==> src/rtl/regfile_dump.sv <==
// ============================================================================
// Module   : regfile_dump
// Brief    : Walks a register range through a spare read port and streams
//            (index, data) words out on a valid/ready handshake.
// Revision : 1.0 - initial release
// ============================================================================
`default_nettype none

module regfile_dump #(
  parameter int WIDTH     = 5,
  parameter int DATAWIDTH = 32,
  parameter int FIRST_REG = 0,
  parameter int LAST_REG  = 31,
  parameter int ZERO_X0   = 1
) (
  input  logic                 clk,
  input  logic                 rst,
  input  logic                 start,
  output logic [WIDTH-1:0]     rd_addr,
  input  logic [DATAWIDTH-1:0] rd_data,
  output logic                 out_valid,
  input  logic                 out_ready,
  output logic [WIDTH-1:0]     out_idx,
  output logic [DATAWIDTH-1:0] out_data,
  output logic                 busy,
  output logic                 done
);

  localparam logic [WIDTH-1:0] c_first   = WIDTH'(FIRST_REG);
  localparam logic [WIDTH-1:0] c_last    = WIDTH'(LAST_REG);
  localparam bit               c_zero_x0 = (ZERO_X0 != 0);

  typedef enum logic [1:0] {
    S_IDLE = 2'd0,
    S_READ = 2'd1,
    S_SEND = 2'd2
  } state_t;

  state_t               r_state;
  state_t               w_state_nxt;
  logic [WIDTH-1:0]     r_idx;
  logic [WIDTH-1:0]     w_idx_nxt;
  logic                 r_out_valid;
  logic                 w_out_valid_nxt;
  logic [WIDTH-1:0]     r_out_idx;
  logic [WIDTH-1:0]     w_out_idx_nxt;
  logic [DATAWIDTH-1:0] r_out_data;
  logic [DATAWIDTH-1:0] w_out_data_nxt;
  logic                 r_done;
  logic                 w_done_nxt;
  logic                 w_hs;

  assign w_hs = r_out_valid & out_ready;

  always_ff @(posedge clk or posedge rst) begin
    if (rst) begin
      r_state     <= S_IDLE;
      r_idx       <= c_first;
      r_out_valid <= 1'b0;
      r_out_idx   <= '0;
      r_out_data  <= '0;
      r_done      <= 1'b0;
    end else begin
      r_state     <= w_state_nxt;
      r_idx       <= w_idx_nxt;
      r_out_valid <= w_out_valid_nxt;
      r_out_idx   <= w_out_idx_nxt;
      r_out_data  <= w_out_data_nxt;
      r_done      <= w_done_nxt;
    end
  end

  always_comb begin
    w_state_nxt     = r_state;
    w_idx_nxt       = r_idx;
    w_out_valid_nxt = r_out_valid;
    w_out_idx_nxt   = r_out_idx;
    w_out_data_nxt  = r_out_data;
    w_done_nxt      = 1'b0;
    case (r_state)
      S_IDLE: begin
        w_out_valid_nxt = 1'b0;
        if (start) begin
          w_idx_nxt   = c_first;
          w_state_nxt = S_READ;
        end
      end
      S_READ: begin
        // x0 is architecturally zero; the port may return anything for it
        if (c_zero_x0 && (r_idx == '0)) begin
          w_out_data_nxt = '0;
        end else begin
          w_out_data_nxt = rd_data;
        end
        w_out_idx_nxt   = r_idx;
        w_out_valid_nxt = 1'b1;
        w_state_nxt     = S_SEND;
      end
      S_SEND: begin
        if (w_hs) begin
          w_out_valid_nxt = 1'b0;
          if (r_idx == c_last) begin
            w_done_nxt  = 1'b1;
            w_state_nxt = S_IDLE;
          end else begin
            w_idx_nxt   = r_idx + 1'b1;
            w_state_nxt = S_READ;
          end
        end
      end
      default: begin
        w_out_valid_nxt = 1'b0;
        w_state_nxt     = S_IDLE;
      end
    endcase
  end

  assign rd_addr   = r_idx;
  assign out_valid = r_out_valid;
  assign out_idx   = r_out_idx;
  assign out_data  = r_out_data;
  assign busy      = (r_state != S_IDLE);
  assign done      = r_done;

endmodule

`default_nettype wire
==> config.mk <==
export PLATFORM = sky130hd
export DESIGN_NAME = regfile_dump
export DESIGN_NICKNAME = d
export VERILOG_FILES = /design/src/rtl/regfile_dump.sv
export SDC_FILE = /design/constraint.sdc
export NUM_CORES = 1
export LEC_CHECK = 0
export BUFFER_PORTS_ARGS = -buffer_cell sky130_fd_sc_hd__buf_4
export CAP_MARGIN = 5
export CORE_MARGIN = 8
export CORE_UTILIZATION = 50
export DETAILED_ROUTE_END_ITERATION = 10
export GPL_ROUTABILITY_DRIVEN = 0
export GPL_TIMING_DRIVEN = 0
export PLACE_DENSITY = 0.87
export SYNTH_ARGS = -nofsm -noshare
export SYNTH_HDL_FRONTEND = slang
export SYNTH_SLANG_ARGS = --single-unit
==> constraint.sdc <==
create_clock -name clk -period 2.9 [get_ports clk]
set_input_delay 0.435 -clock clk [delete_from_list [all_inputs] [get_ports clk]]
set_output_delay 0.435 -clock clk [all_outputs]
set_load 0.01 [all_outputs]
==> out/results.tsv <==
metric	value	unit
status	finished, final reports clean	
power_report.internal_total	1394	uW
path_clk_slew	130	ps
syn-instance-count	131	
net-switching-power	675.7	uW
number_of_hold_buffers_added_after_cts	0	
htreeDepth	2	
track_usage	16.39	%
core_area	3578	sq um
buffer_ports.inserted	80	
maxClockFrequency	539.0	MHz
setup_total_negative_slack	0	ps
grt_start_max_net_pins	47	
dieArea	5837	sq um
cts.repair_timing.setup_buffer_count	0	
synth_flop_cell	sky130_fd_sc_hd__dfrtp_1	
floorplan.io_pins	81	
vias_per_cell	5.299	
final.period_utilization	63.97	%
synth_edf_count	0	
tritoncts.num_buffers	5	
asyncSetResetFlopFracSynth	100.0	%
share_clk_of_total_power	18.3	%
timing.final.setup_violations	0	
maxSlewHeadroom	78.72	%
synth_to_layout_area_growth	41.63	%
post-synth-top-area-fraction	63.10	%
wl	4572	um
synth-warning-count	0	
final_hold_viol_count	0	
post_synthesis_net_count	170	
detailroute.via_count	1420	
worst_slew_pin_tran	319.3	ps
grt_pass1_vias	1498	
grt_first_pass_wirelength	7962	um
filler_cell_count	277	
antenna_cells_inserted	0	
yosysSeqAreaShare	63.10	%
cts_num_sinks	46	
rows	22	
yosys.cell_types.count	24	
layout.core_utilization	72.20	%
ys_seq_elements	46	
worstHoldPathType	in -> async	
antenna_found_initial	0	
insertion_delay	350	ps
worst-endpoint-required	3180	ps
leakagePower	0.001371	uW
mappedNetlistArea	1824	sq um
cp-start-kind	register	
grt_setup_unrepaired	no	
drt-wirelength-per-cell	17.06	um
worst_setup_path_end_kind	register	
power.sequential.fraction	42.5	%
initial_utilization	50.98	%
synth_area_per_cell	13.93	sq um
library_cell_occupying_the_most_area_in_the_post_synthesis_netlist	sky130_fd_sc_hd__dfrtp_1	
die_h	76.40	um
max-cap-violations	0	
power.combinational.fraction	39.2	%
remaining_drc_errors	0	
finish.net_count	258	
synth_area_leaders	sky130_fd_sc_hd__dfrtp_1 (63%), sky130_fd_sc_hd__a22o_1 (15%), sky130_fd_sc_hd__buf_6 (3.1%)	
worst_clock_skew	10.52	ps
crit_arrival	2140	ps
critical_path_peak_fanout	6	
detail_route.first_pass.iterations	4	
cts-resized-gates	0	
irDropWorstVdd	483.0	uV
p_per_area	801.1	nW/um^2
fp.dieW	76.40	um
drive_above_1_share	47.27	%
drtAntennaViolNets	0	
cts-root-to-sink-buffers	2	
global_route.overflow_total	0	
period_needed	1855	ps
cts_tree	done	
startpoint_to_endpoint_class_of_the_critical_path	reg -> reg	
dp_hpwl	3534	um
clk_root_buffer_cell	sky130_fd_sc_hd__clkbuf_4	
final-max-slew-violation-count	0	
swShare	32.65	%
detailedRoute.firstIterationViolations	106	
-- stage by stage --
| stage | setup WS, ps | hold WS, ps | instance area [sq um] | cells | power [uW] |
|---|---|---|---|---|---|
| 3_5_place_dp | 1064 | 490.0 | 2505 | 260 | 1715 |
| 3_3_place_gp | 863.0 | 477.1 | 2485 | 259 | 1687 |
| 4_1_cts | 1044 | 97.19 | 2584 | 268 | 2097 |
| 5_1_grt | 895.9 | 96.93 | 2584 | 268 | 2211 |
| 2_1_floorplan | 1197 | 520.4 | 1824 | 131 | 1359 |
| 6_report | 1045 | 105.0 | 2584 | 268 | 2070 |
-- final cells by class --
class / count / area [sq um] / area share, %
Buffer: 9 / 76.32 / 2.954
Clock buffer: 6 / 41.29 / 1.598
Clock inverter: 2 / 37.54 / 1.453
Inverter: 5 / 18.77 / 0.7264
Multi-Input combinational cell: 71 / 578.1 / 22.37
Sequential cell: 46 / 1151 / 44.55
Tap cell: 48 / 60.06 / 2.324
Timing Repair Buffer: 81 / 620.6 / 24.02
-- worst max-delay path: stages (launching register included) --
cell and delay, ps:
sky130_fd_sc_hd__dfrtp_1 430, sky130_fd_sc_hd__ha_1 230, sky130_fd_sc_hd__and3_1 200, sky130_fd_sc_hd__ha_1 200
sky130_fd_sc_hd__nand4b_1 190, sky130_fd_sc_hd__a21oi_2 320, sky130_fd_sc_hd__mux2i_1 220
-- synthesized netlist by cell type, types with 2 or more instances --
| library cell | n |
|---|---|
| sky130_fd_sc_hd__nand2_1 | 5 |
| sky130_fd_sc_hd__buf_2 | 4 |
| sky130_fd_sc_hd__and2_1 | 2 |
| sky130_fd_sc_hd__inv_1 | 5 |
| sky130_fd_sc_hd__buf_6 | 5 |
| sky130_fd_sc_hd__dfrtp_1 | 46 |
| sky130_fd_sc_hd__nand2b_1 | 5 |
| sky130_fd_sc_hd__o21ai_0 | 3 |
| sky130_fd_sc_hd__a22o_1 | 32 |
| sky130_fd_sc_hd__o21ai_1 | 3 |
| sky130_fd_sc_hd__a31oi_1 | 4 |
| sky130_fd_sc_hd__and3_1 | 2 |
| sky130_fd_sc_hd__ha_1 | 3 |
| sky130_fd_sc_hd__mux2i_1 | 2 |
-- power groups by stage --
stage	registers (uW)	clock network, uW	logic, uW
finish	880	379	811
global route	901	419	891
CTS	881	389	827
detailed placement	893	0	822
global placement	885	0	803
floorplan	932	0	427
-- flip-flops by register name, indices dropped and copies added (netlist names) --
signal     cells
out_valid      1
out_idx        5
out_data      32
r_state        2
done           1
rd_addr        5
-- cells in the final DEF, fill, tap and decap left out, types with 2 or more instances in the layout --
cell                       Yosys  layout
sky130_fd_sc_hd__buf_4         0      80
sky130_fd_sc_hd__clkbuf_4      0       5
sky130_fd_sc_hd__a22o_1       32      32
sky130_fd_sc_hd__o21ai_1       3       3
sky130_fd_sc_hd__nand2_1       5       5
sky130_fd_sc_hd__ha_1          3       3
sky130_fd_sc_hd__dfrtp_1      46      46
sky130_fd_sc_hd__inv_1         5       4
sky130_fd_sc_hd__and3_1        2       2
sky130_fd_sc_hd__buf_2         4       4
sky130_fd_sc_hd__o21ai_0       3       3
sky130_fd_sc_hd__and2_1        2       2
sky130_fd_sc_hd__nand2b_1      5       5
sky130_fd_sc_hd__a31oi_1       4       4
sky130_fd_sc_hd__buf_6         5       5
sky130_fd_sc_hd__mux2i_1       2       2
-- layer usage --
metal	vias up	global-route usage, %	routed length [um]
li1	665	-	-
met1	688	21.22	2112
met2	64	25.45	2123
met3	3	6.132	307
met4	0	3.462	29
met5	-	0	0
-- final timing paths --
path	from	to	slack [ps]	cells after the start
max	rd_addr[0]	rd_addr[1]	1040	6
min	rst	out_data[17]	100	3
max reg2reg	rd_addr[0]	rd_addr[1]	1040	6
min reg2reg	out_idx[0]	out_idx[0]	520	2
max in group asynchronous	rst	out_data[1]	2590	3
min in group clk	rd_data[25]	out_data[25]	290	2
-- cells by family (layout without fill, tap and decap cells) --
logic type	count (synthesis)	in the layout	share of synthesized area, %
adder cells (fa/ha/maj)	3	3	2.058
multiplexers	4	4	2.332
AND/OR/NAND/NOR	21	21	8.436
flip-flops	46	46	63.10
buffers and inverters	14	103	5.213
AO/OA/AOI/OAI	43	43	18.86
Power figures use the tool's default switching activity.
